<file path="src/rtl/alu_share_arbiter_pkg.sv">
// Shared ALU definitions: supported operation codes, legality check and default widths.
package alu_pkg;

  localparam int DEF_DATA_WIDTH    = 32;
  localparam int DEF_OPCODE_LENGTH = 4;
  localparam int DEF_NUM_REQ       = 2;

  typedef enum logic [3:0] {
    ALU_AND = 4'b0000,
    ALU_OR  = 4'b0001,
    ALU_ADD = 4'b0010,
    ALU_XOR = 4'b0011,
    ALU_SLL = 4'b0100,
    ALU_SRL = 4'b0101,
    ALU_SUB = 4'b0110,
    ALU_SRA = 4'b0111,
    ALU_EQ  = 4'b1000,
    ALU_LT  = 4'b1100
  } alu_op_e;

  function automatic logic is_supported_op(input logic [3:0] op);
    case (op)
      ALU_AND, ALU_OR, ALU_ADD, ALU_XOR,
      ALU_SLL, ALU_SRL, ALU_SUB, ALU_SRA,
      ALU_EQ, ALU_LT: return 1'b1;
      default:        return 1'b0;
    endcase
  endfunction

endpackage

</file>
<file path="src/rtl/alu_share_arbiter_if.sv">
// Request/response bundle between the requesters/consumer (master) and the shared ALU (slave).
interface alu_share_arbiter_if import alu_pkg::*; #(
  parameter int DATA_WIDTH    = DEF_DATA_WIDTH,
  parameter int OPCODE_LENGTH = DEF_OPCODE_LENGTH,
  parameter int NUM_REQ       = DEF_NUM_REQ,
  parameter int ID_W          = (NUM_REQ > 1) ? $clog2(NUM_REQ) : 1
);

  logic [NUM_REQ-1:0]               req_valid;
  logic [NUM_REQ-1:0]               req_ready;
  logic [NUM_REQ*DATA_WIDTH-1:0]    req_srca;
  logic [NUM_REQ*DATA_WIDTH-1:0]    req_srcb;
  logic [NUM_REQ*OPCODE_LENGTH-1:0] req_op;
  logic                             resp_valid;
  logic                             resp_ready;
  logic [ID_W-1:0]                  resp_id;
  logic [DATA_WIDTH-1:0]            resp_result;
  logic                             resp_illegal;

  modport master (
    output req_valid, req_srca, req_srcb, req_op, resp_ready,
    input  req_ready, resp_valid, resp_id, resp_result, resp_illegal
  );

  modport slave (
    input  req_valid, req_srca, req_srcb, req_op, resp_ready,
    output req_ready, resp_valid, resp_id, resp_result, resp_illegal
  );

endinterface

</file>
<file path="src/rtl/alu_share_arbiter_rr.sv">
// Combinational round-robin picker: first set req bit at or above ptr, wrapping to the bottom.
module rr_arbiter #(
  parameter int N  = 2,
  parameter int IW = (N > 1) ? $clog2(N) : 1
) (
  input  logic [N-1:0]  req,
  input  logic [IW-1:0] ptr,
  output logic [N-1:0]  grant,
  output logic [IW-1:0] grant_idx,
  output logic          grant_valid
);

  // Two passes replace the modulo scan: upper segment [ptr..N-1], then wrapped [0..ptr-1].
  always_comb begin
    grant       = '0;
    grant_idx   = '0;
    grant_valid = 1'b0;
    for (int j = 0; j < N; j++) begin
      if (!grant_valid && req[j] && (j >= int'(ptr))) begin
        grant[j]    = 1'b1;
        grant_idx   = IW'(j);
        grant_valid = 1'b1;
      end
    end
    for (int j = 0; j < N; j++) begin
      if (!grant_valid && req[j] && (j < int'(ptr))) begin
        grant[j]    = 1'b1;
        grant_idx   = IW'(j);
        grant_valid = 1'b1;
      end
    end
  end

endmodule

</file>
<file path="src/rtl/alu_share_arbiter.sv">
// One ALU shared by NUM_REQ requesters: round-robin grant, single registered response slot.
module alu_share_arbiter import alu_pkg::*; #(
  parameter int DATA_WIDTH    = DEF_DATA_WIDTH,
  parameter int OPCODE_LENGTH = DEF_OPCODE_LENGTH,
  parameter int NUM_REQ       = DEF_NUM_REQ,
  parameter int ID_W          = (NUM_REQ > 1) ? $clog2(NUM_REQ) : 1
) (
  input  logic                 clk,
  input  logic                 reset,
  alu_share_arbiter_if.slave   bus,
  output logic [ID_W-1:0]      rr_ptr
);

  localparam int SH_W = $clog2(DATA_WIDTH);

  // Handshake: a request moves on a cycle with req_valid[i] && req_ready[i]; the requester
  // holds valid/operands/op until then. The response moves on resp_valid && resp_ready and
  // all resp_* fields hold while resp_valid && !resp_ready.
  logic                     slot_free;
  logic [NUM_REQ-1:0]       grant;
  logic [ID_W-1:0]          gnt_idx;
  logic                     gnt_valid;
  logic                     accept;
  logic [DATA_WIDTH-1:0]    sel_a;
  logic [DATA_WIDTH-1:0]    sel_b;
  logic [OPCODE_LENGTH-1:0] sel_op;
  logic                     op_legal;
  logic [DATA_WIDTH-1:0]    alu_y;

  assign slot_free = !bus.resp_valid || bus.resp_ready;

  rr_arbiter #(.N(NUM_REQ), .IW(ID_W)) u_rr (
    .req         (bus.req_valid),
    .ptr         (rr_ptr),
    .grant       (grant),
    .grant_idx   (gnt_idx),
    .grant_valid (gnt_valid)
  );

  // Gated by reset so no requester sees an accept while the block is held in reset.
  assign bus.req_ready = (reset && slot_free) ? grant : '0;
  assign accept        = slot_free && gnt_valid;

  assign sel_a  = bus.req_srca[gnt_idx*DATA_WIDTH +: DATA_WIDTH];
  assign sel_b  = bus.req_srcb[gnt_idx*DATA_WIDTH +: DATA_WIDTH];
  assign sel_op = bus.req_op[gnt_idx*OPCODE_LENGTH +: OPCODE_LENGTH];

  assign op_legal = is_supported_op(sel_op[3:0]) && ((sel_op >> 4) == '0);

  always_comb begin
    alu_y = '0;
    case (sel_op[3:0])
      ALU_AND: alu_y = sel_a & sel_b;
      ALU_OR:  alu_y = sel_a | sel_b;
      ALU_ADD: alu_y = sel_a + sel_b;
      ALU_XOR: alu_y = sel_a ^ sel_b;
      ALU_SLL: alu_y = sel_a << sel_b[SH_W-1:0];
      ALU_SRL: alu_y = sel_a >> sel_b[SH_W-1:0];
      ALU_SUB: alu_y = sel_a - sel_b;
      ALU_SRA: alu_y = $signed(sel_a) >>> sel_b[SH_W-1:0];
      ALU_EQ:  alu_y = DATA_WIDTH'(sel_a == sel_b);
      ALU_LT:  alu_y = DATA_WIDTH'($signed(sel_a) < $signed(sel_b));
      default: alu_y = '0;
    endcase
    if (!op_legal) alu_y = '0;
  end

  always_ff @(posedge clk or negedge reset) begin
    if (!reset) begin
      bus.resp_valid   <= 1'b0;
      bus.resp_id      <= '0;
      bus.resp_result  <= '0;
      bus.resp_illegal <= 1'b0;
      rr_ptr           <= '0;
    end else if (accept) begin
      bus.resp_valid   <= 1'b1;
      bus.resp_id      <= gnt_idx;
      bus.resp_result  <= alu_y;
      bus.resp_illegal <= !op_legal;
      rr_ptr           <= (gnt_idx == ID_W'(NUM_REQ - 1)) ? '0 : gnt_idx + 1'b1;
    end else if (bus.resp_ready) begin
      bus.resp_valid   <= 1'b0;
    end
  end

endmodule
</file>
<file path="src/flat_wrapper.sv">
// flat-port wrapper written by rule: the top's interface ports become plain ports
module alu_share_arbiter_flat import alu_pkg::*;
#(
  parameter int DATA_WIDTH    = DEF_DATA_WIDTH,
  parameter int OPCODE_LENGTH = DEF_OPCODE_LENGTH,
  parameter int NUM_REQ       = DEF_NUM_REQ,
  parameter int ID_W          = (NUM_REQ > 1) ? $clog2(NUM_REQ) : 1
)
  (clk, reset, rr_ptr, bus_req_valid, bus_req_srca, bus_req_srcb, bus_req_op, bus_resp_ready, bus_req_ready, bus_resp_valid, bus_resp_id, bus_resp_result, bus_resp_illegal);
  alu_share_arbiter_if #(.DATA_WIDTH(DATA_WIDTH), .OPCODE_LENGTH(OPCODE_LENGTH), .NUM_REQ(NUM_REQ), .ID_W(ID_W)) bus_i ();
  input  logic clk;
  input  logic reset;
  output logic [ID_W-1:0] rr_ptr;
  input wire logic [$bits(bus_i.req_valid)-1:0] bus_req_valid;
  input wire logic [$bits(bus_i.req_srca)-1:0] bus_req_srca;
  input wire logic [$bits(bus_i.req_srcb)-1:0] bus_req_srcb;
  input wire logic [$bits(bus_i.req_op)-1:0] bus_req_op;
  input wire logic [$bits(bus_i.resp_ready)-1:0] bus_resp_ready;
  output wire logic [$bits(bus_i.req_ready)-1:0] bus_req_ready;
  output wire logic [$bits(bus_i.resp_valid)-1:0] bus_resp_valid;
  output wire logic [$bits(bus_i.resp_id)-1:0] bus_resp_id;
  output wire logic [$bits(bus_i.resp_result)-1:0] bus_resp_result;
  output wire logic [$bits(bus_i.resp_illegal)-1:0] bus_resp_illegal;
  assign bus_i.req_valid = bus_req_valid;
  assign bus_i.req_srca = bus_req_srca;
  assign bus_i.req_srcb = bus_req_srcb;
  assign bus_i.req_op = bus_req_op;
  assign bus_i.resp_ready = bus_resp_ready;
  assign bus_req_ready = bus_i.req_ready;
  assign bus_resp_valid = bus_i.resp_valid;
  assign bus_resp_id = bus_i.resp_id;
  assign bus_resp_result = bus_i.resp_result;
  assign bus_resp_illegal = bus_i.resp_illegal;
  alu_share_arbiter #(.DATA_WIDTH(DATA_WIDTH), .OPCODE_LENGTH(OPCODE_LENGTH), .NUM_REQ(NUM_REQ), .ID_W(ID_W)) u_core (.clk(clk), .reset(reset), .bus(bus_i), .rr_ptr(rr_ptr));
endmodule
</file>
<file path="config.mk">
export PLATFORM = sky130hd
export DESIGN_NAME = alu_share_arbiter_flat
export DESIGN_NICKNAME = d
export VERILOG_FILES = /design/src/rtl/alu_share_arbiter_pkg.sv /design/src/rtl/alu_share_arbiter_if.sv /design/src/rtl/alu_share_arbiter_rr.sv /design/src/rtl/alu_share_arbiter.sv /design/src/flat_wrapper.sv
export SDC_FILE = /design/constraint.sdc
export NUM_CORES = 1
export LEC_CHECK = 0
export ABC_AREA = 1
export CAP_MARGIN = 25
export CORE_MARGIN = 1
export CORE_UTILIZATION = 45
export CTS_CLUSTER_SIZE = 30
export DETAILED_ROUTE_END_ITERATION = 16
export PLACE_DENSITY = 0.68
export SLEW_MARGIN = 20
export SYNTH_ARGS = -nofsm -noshare
export SYNTH_HDL_FRONTEND = slang
export SYNTH_HIERARCHICAL = 1
export SYNTH_SLANG_ARGS = --single-unit
</file>
<file path="constraint.sdc">
create_clock -name clk -period 4.11 [get_ports clk]
set_clock_uncertainty 0.2 [all_clocks]
set_input_delay 0.822 -clock clk [delete_from_list [all_inputs] [get_ports clk]]
set_output_delay 0.822 -clock clk [all_outputs]
set_load 0.1 [all_outputs]
</file>
==> flow_summary.yaml <==
synthesis:
  syn_inst: 2428
  yosysTopAreaCell: "nand2_1"
  yosys.area_share.adder_pct: 10.5
  syn_area_sq_mm: 0.0123
  ys_warn_count: 6
  ys_ff_latch: 36
  synth_xor_area_share_pct: 0
  yosysUniqueCellTypes: 46
  synth_flop_cell: "dfrtp_1"
  yosys.area.top_type_share_pct: 26.7
  synth_compound_area_share_pct: 12.4
  async_reset_ff_share_pct: 100
  yosys.area_share.simple_pct: 56.7
  synth-seq-area-share_pct: 7.31
  synth_nets: 2671
  synth_edf_count: 0
  yosys-mux-area-fraction_pct: 0
  avgSynthCellArea_sq_um: 5.08
  synth_top_family_by_area: "simple AND/OR/NAND/NOR gates"
  synth_area_leaders: "nand2_1 (27%), nand3_1 (16%), ha_1 (10%)"
routing:
  routedWlPerCell_um: 22.5
  remaining_drc_errors: 0
  vias: 19900
  drt-initial-drc-count: 2828
  drt_wl_total_um: 75100
  dr.pass1.iters: 7
  antenna_left: 0
  via_per_inst: 5.99
timing:
  relSlewSlack_pct: 31.6
  post-route-period-util_pct: 98.0
  setup_tns_ns: 0
  drv_slew: 0
  hold_viol_final: 0
  fmax_mhz: 248
  period_needed_ns: 4.03
  worst_slew_pin_slew_ns: 1.02
  finalSetupViolations: 0
placement:
  routabilityCongestion: 1.14
  port_buffers: 178
  place_inst: 3291
  dpl.hpwl_um: 60100
finish:
  syn_to_final_growth_pct: 52.3
  finish.net_count: 3233
  fin_cells: 3332
  layout-drive-gt1-share_pct: 25.4
  utilization_pct: 69.9
global_routing:
  antenna_found_initial: 1
  grt_max_degree: 72
  grt_use_total_pct: 51.9
  grt_pass1_vias: 18800
  grt.overflow.total: 0
  grt_pass1_wl_um: 109000
setup_path:
  critPathKind: "in2reg"
  worstPathRequired_ns: 4.08
  max_stage_delay_ns: 0.24
  worstPathCellList: "clkbuf_2, inv_2, o21ai_4, clkinv_4, buf_12, buf_4, or2_4, o21ai_4, buf_4, buf_4, ha_2, a21oi_2, o21ai_1, inv_1, nand2_2, nand2_1, nand2_1, buf_4, a21oi_1, o21ai_2, nand3_2, o21ai_2, nand2_1"
  start_kind: "input port"
  cp_max_fo: 6
  endpoint_kind: "flop"
  crit_path_frequent_cell: "buf_4"
  crit_arrival_ns: 4.00
  crit_family: "buffers and inverters"
  crit_buf_inv: 9
  critPathSlowestCell: "or2_4"
floorplan:
  die_w_um: 168
  ioPinCount: 179
  die-area_sq_mm: 0.0281
  core_sq_mm: 0.0269
  start_util_pct: 45.9
  num_rows: 60
  die_h_um: 168
pwr:
  vdd_drop_max_v: 0.000324
  leakagePower_uw: 0.0101
  total_power_uw: 8610
  p_per_area_mw_per_mm2: 458
clock_network:
  cts-htree-levels: 2
  cts.sinks: 36
  ctsRootBufferMaster: "clkbuf_16"
  cts_buffer_depth: 2
  ctsHoldBuffers: 0
  cts_made_buffers: 5
  cts_tree: "yes"
  clock_latency_ns: 0.29
  clkTransAtPathRegs_ns: 0.06
run:
  drv_cap: 0
hold_path:
  hp-class: "reg2reg"
outcome:
  outcome: "completed"
## logic make-up (layout without fill, tap and decap cells)
family,Yosys count,in the layout
buffers and inverters,388,950
adder cells (fa/ha/maj),102,102
other,0,1
AO/OA/AOI/OAI,275,275
AND/OR/NAND/NOR,1627,1627
flip-flops,36,36
## placed cells by master (no fill, tap or decap), types with 3 or more instances in the layout
master and count:
ha_4 18, o21a_1 5, nand2_1 851, o21bai_1 9, inv_2 21, clkdlybuf4s50_1 173, o21ai_4 4, o21ai_2 27
buf_6 4, ha_1 74, inv_1 260, or2_2 28, nand3_1 371, o211ai_1 16, clkbuf_16 5, nand4_1 35
ha_2 8, nor2_2 36, buf_4 463, nand3b_1 7, nand2_4 4, bufbuf_16 3, nand3_2 13, nor3_2 3
o21ai_1 29, nor2_4 11, a21oi_1 74, o22ai_1 8, nor4_1 4, dfrtp_1 35, or2_1 3, nor3_1 18
nor2_1 179, o21ai_0 61, buf_12 13, o2111ai_1 4, a21oi_2 25, nand2_2 57
## timing repair
action | 4_1_cts | 5_1_grt
cloned | 3 | 0
setup endpoints to repair | 29 | 25
buffers inserted | 25 | 5
pin swaps | 43 | 13
gates resized for setup | 203 | 35
## sequential cells by signal, indices dropped and copies added, names as in the netlist
signal and cells:
u_core/bus.resp_id 1, u_core/bus.resp_illegal 1, u_core/rr_ptr 1, u_core/bus.resp_result 32, u_core/bus.resp_valid 1
## through the flow
stage / hold slack, ns / area (sq um) / setup WS, ns
global placement: 0.262 / 17500 / -0.877
floorplan: 0.326 / 12300 / 0.0711
detailed placement: 0.265 / 17500 / -0.911
finish: 0.275 / 18800 / 0.0837
CTS: 0.281 / 18600 / 0.115
global route: 0.309 / 18800 / -0.0388
## worst reg2reg max path: stages, from the launching register on
cell       delay [ns]
dfrtp_2          0.42
nand2_2          0.10
o21ai_4          0.10
clkinv_4         0.12
bufbuf_16        0.28
buf_4            0.16
nand2_1          0.08
nand2_2          0.16
inv_1            0.07
ha_2             0.39
inv_1            0.07
buf_4            0.16
a21oi_1          0.15
nor2_1           0.06
nor2_1           0.40
nand2_1          0.12
nor2_1           0.15
nand3_1          0.11
nand3_1          0.11
nand2_1          0.06
nand2_1          0.05
nand2_1          0.06
## final timing paths
path	start	end	slack [ns]	depth (start not counted)
min reg2reg	u_core/bus.resp_result[8]	u_core/bus.resp_result[8]	0.28	2
min in group asynchronous	reset	u_core/bus.resp_result[20]	0.47	2
max	bus_req_valid[1]	u_core/bus.resp_result[15]	0.08	23
max reg2reg	u_core/rr_ptr	u_core/bus.resp_result[29]	0.42	21
max in group asynchronous	reset	u_core/rr_ptr	2.80	2
min	u_core/bus.resp_result[8]	u_core/bus.resp_result[8]	0.28	2
## metal layers
metal	global-route usage (%)	wire (um)	vias up
met5	0	0	-
met4	41.4	7490	0
met3	16.5	11100	450
met2	78.1	30400	1589
met1	60.8	26100	8977
li1	-	-	8933
## synth_stat cells (2+ instances only)
library cell	count
buf_4	11
o21ai_1	23
buf_6	7
or2_2	28
clkbuf_1	40
o21ai_2	4
nand3_2	3
o21a_1	5
or2_1	4
inv_2	15
a31oi_1	2
o21bai_1	10
inv_1	266
or2_0	2
nor2_1	218
nand2_1	877
nand3_1	382
nor2_4	4
nand3b_1	7
nand2_4	2
a211oi_1	2
o22ai_1	8
nor2_2	4
fa_1	2
a21oi_1	101
o221ai_1	2
ha_1	100
nor4_1	4
o2111ai_1	4
buf_1	4
nand4_1	35
o211ai_1	16
o21ai_0	93
nand2_2	33
nor3_1	21
dfrtp_1	36
buf_2	43
a21o_1	2
## power by group
| group | internal (uW) | total, uW | switching, uW |
|---|---|---|---|
| logic | 2730 | 7590 | 4860 |
| clock network | 256 | 429 | 173 |
| registers | 477 | 592 | 115 |
| total | 3460 | 8610 | 5140 |
## cell type report
cell class | instances | area, sq um
Timing Repair Buffer | 661 | 5650
Antenna cell | 1 | 2.50
Fill cell | 2492 | 8100
Clock buffer | 7 | 153
Multi-Input combinational cell | 2004 | 10600
Tap cell | 341 | 427
Inverter | 282 | 1060
Sequential cell | 36 | 902
No activity file was read; power rests on OpenSTA's default activity.
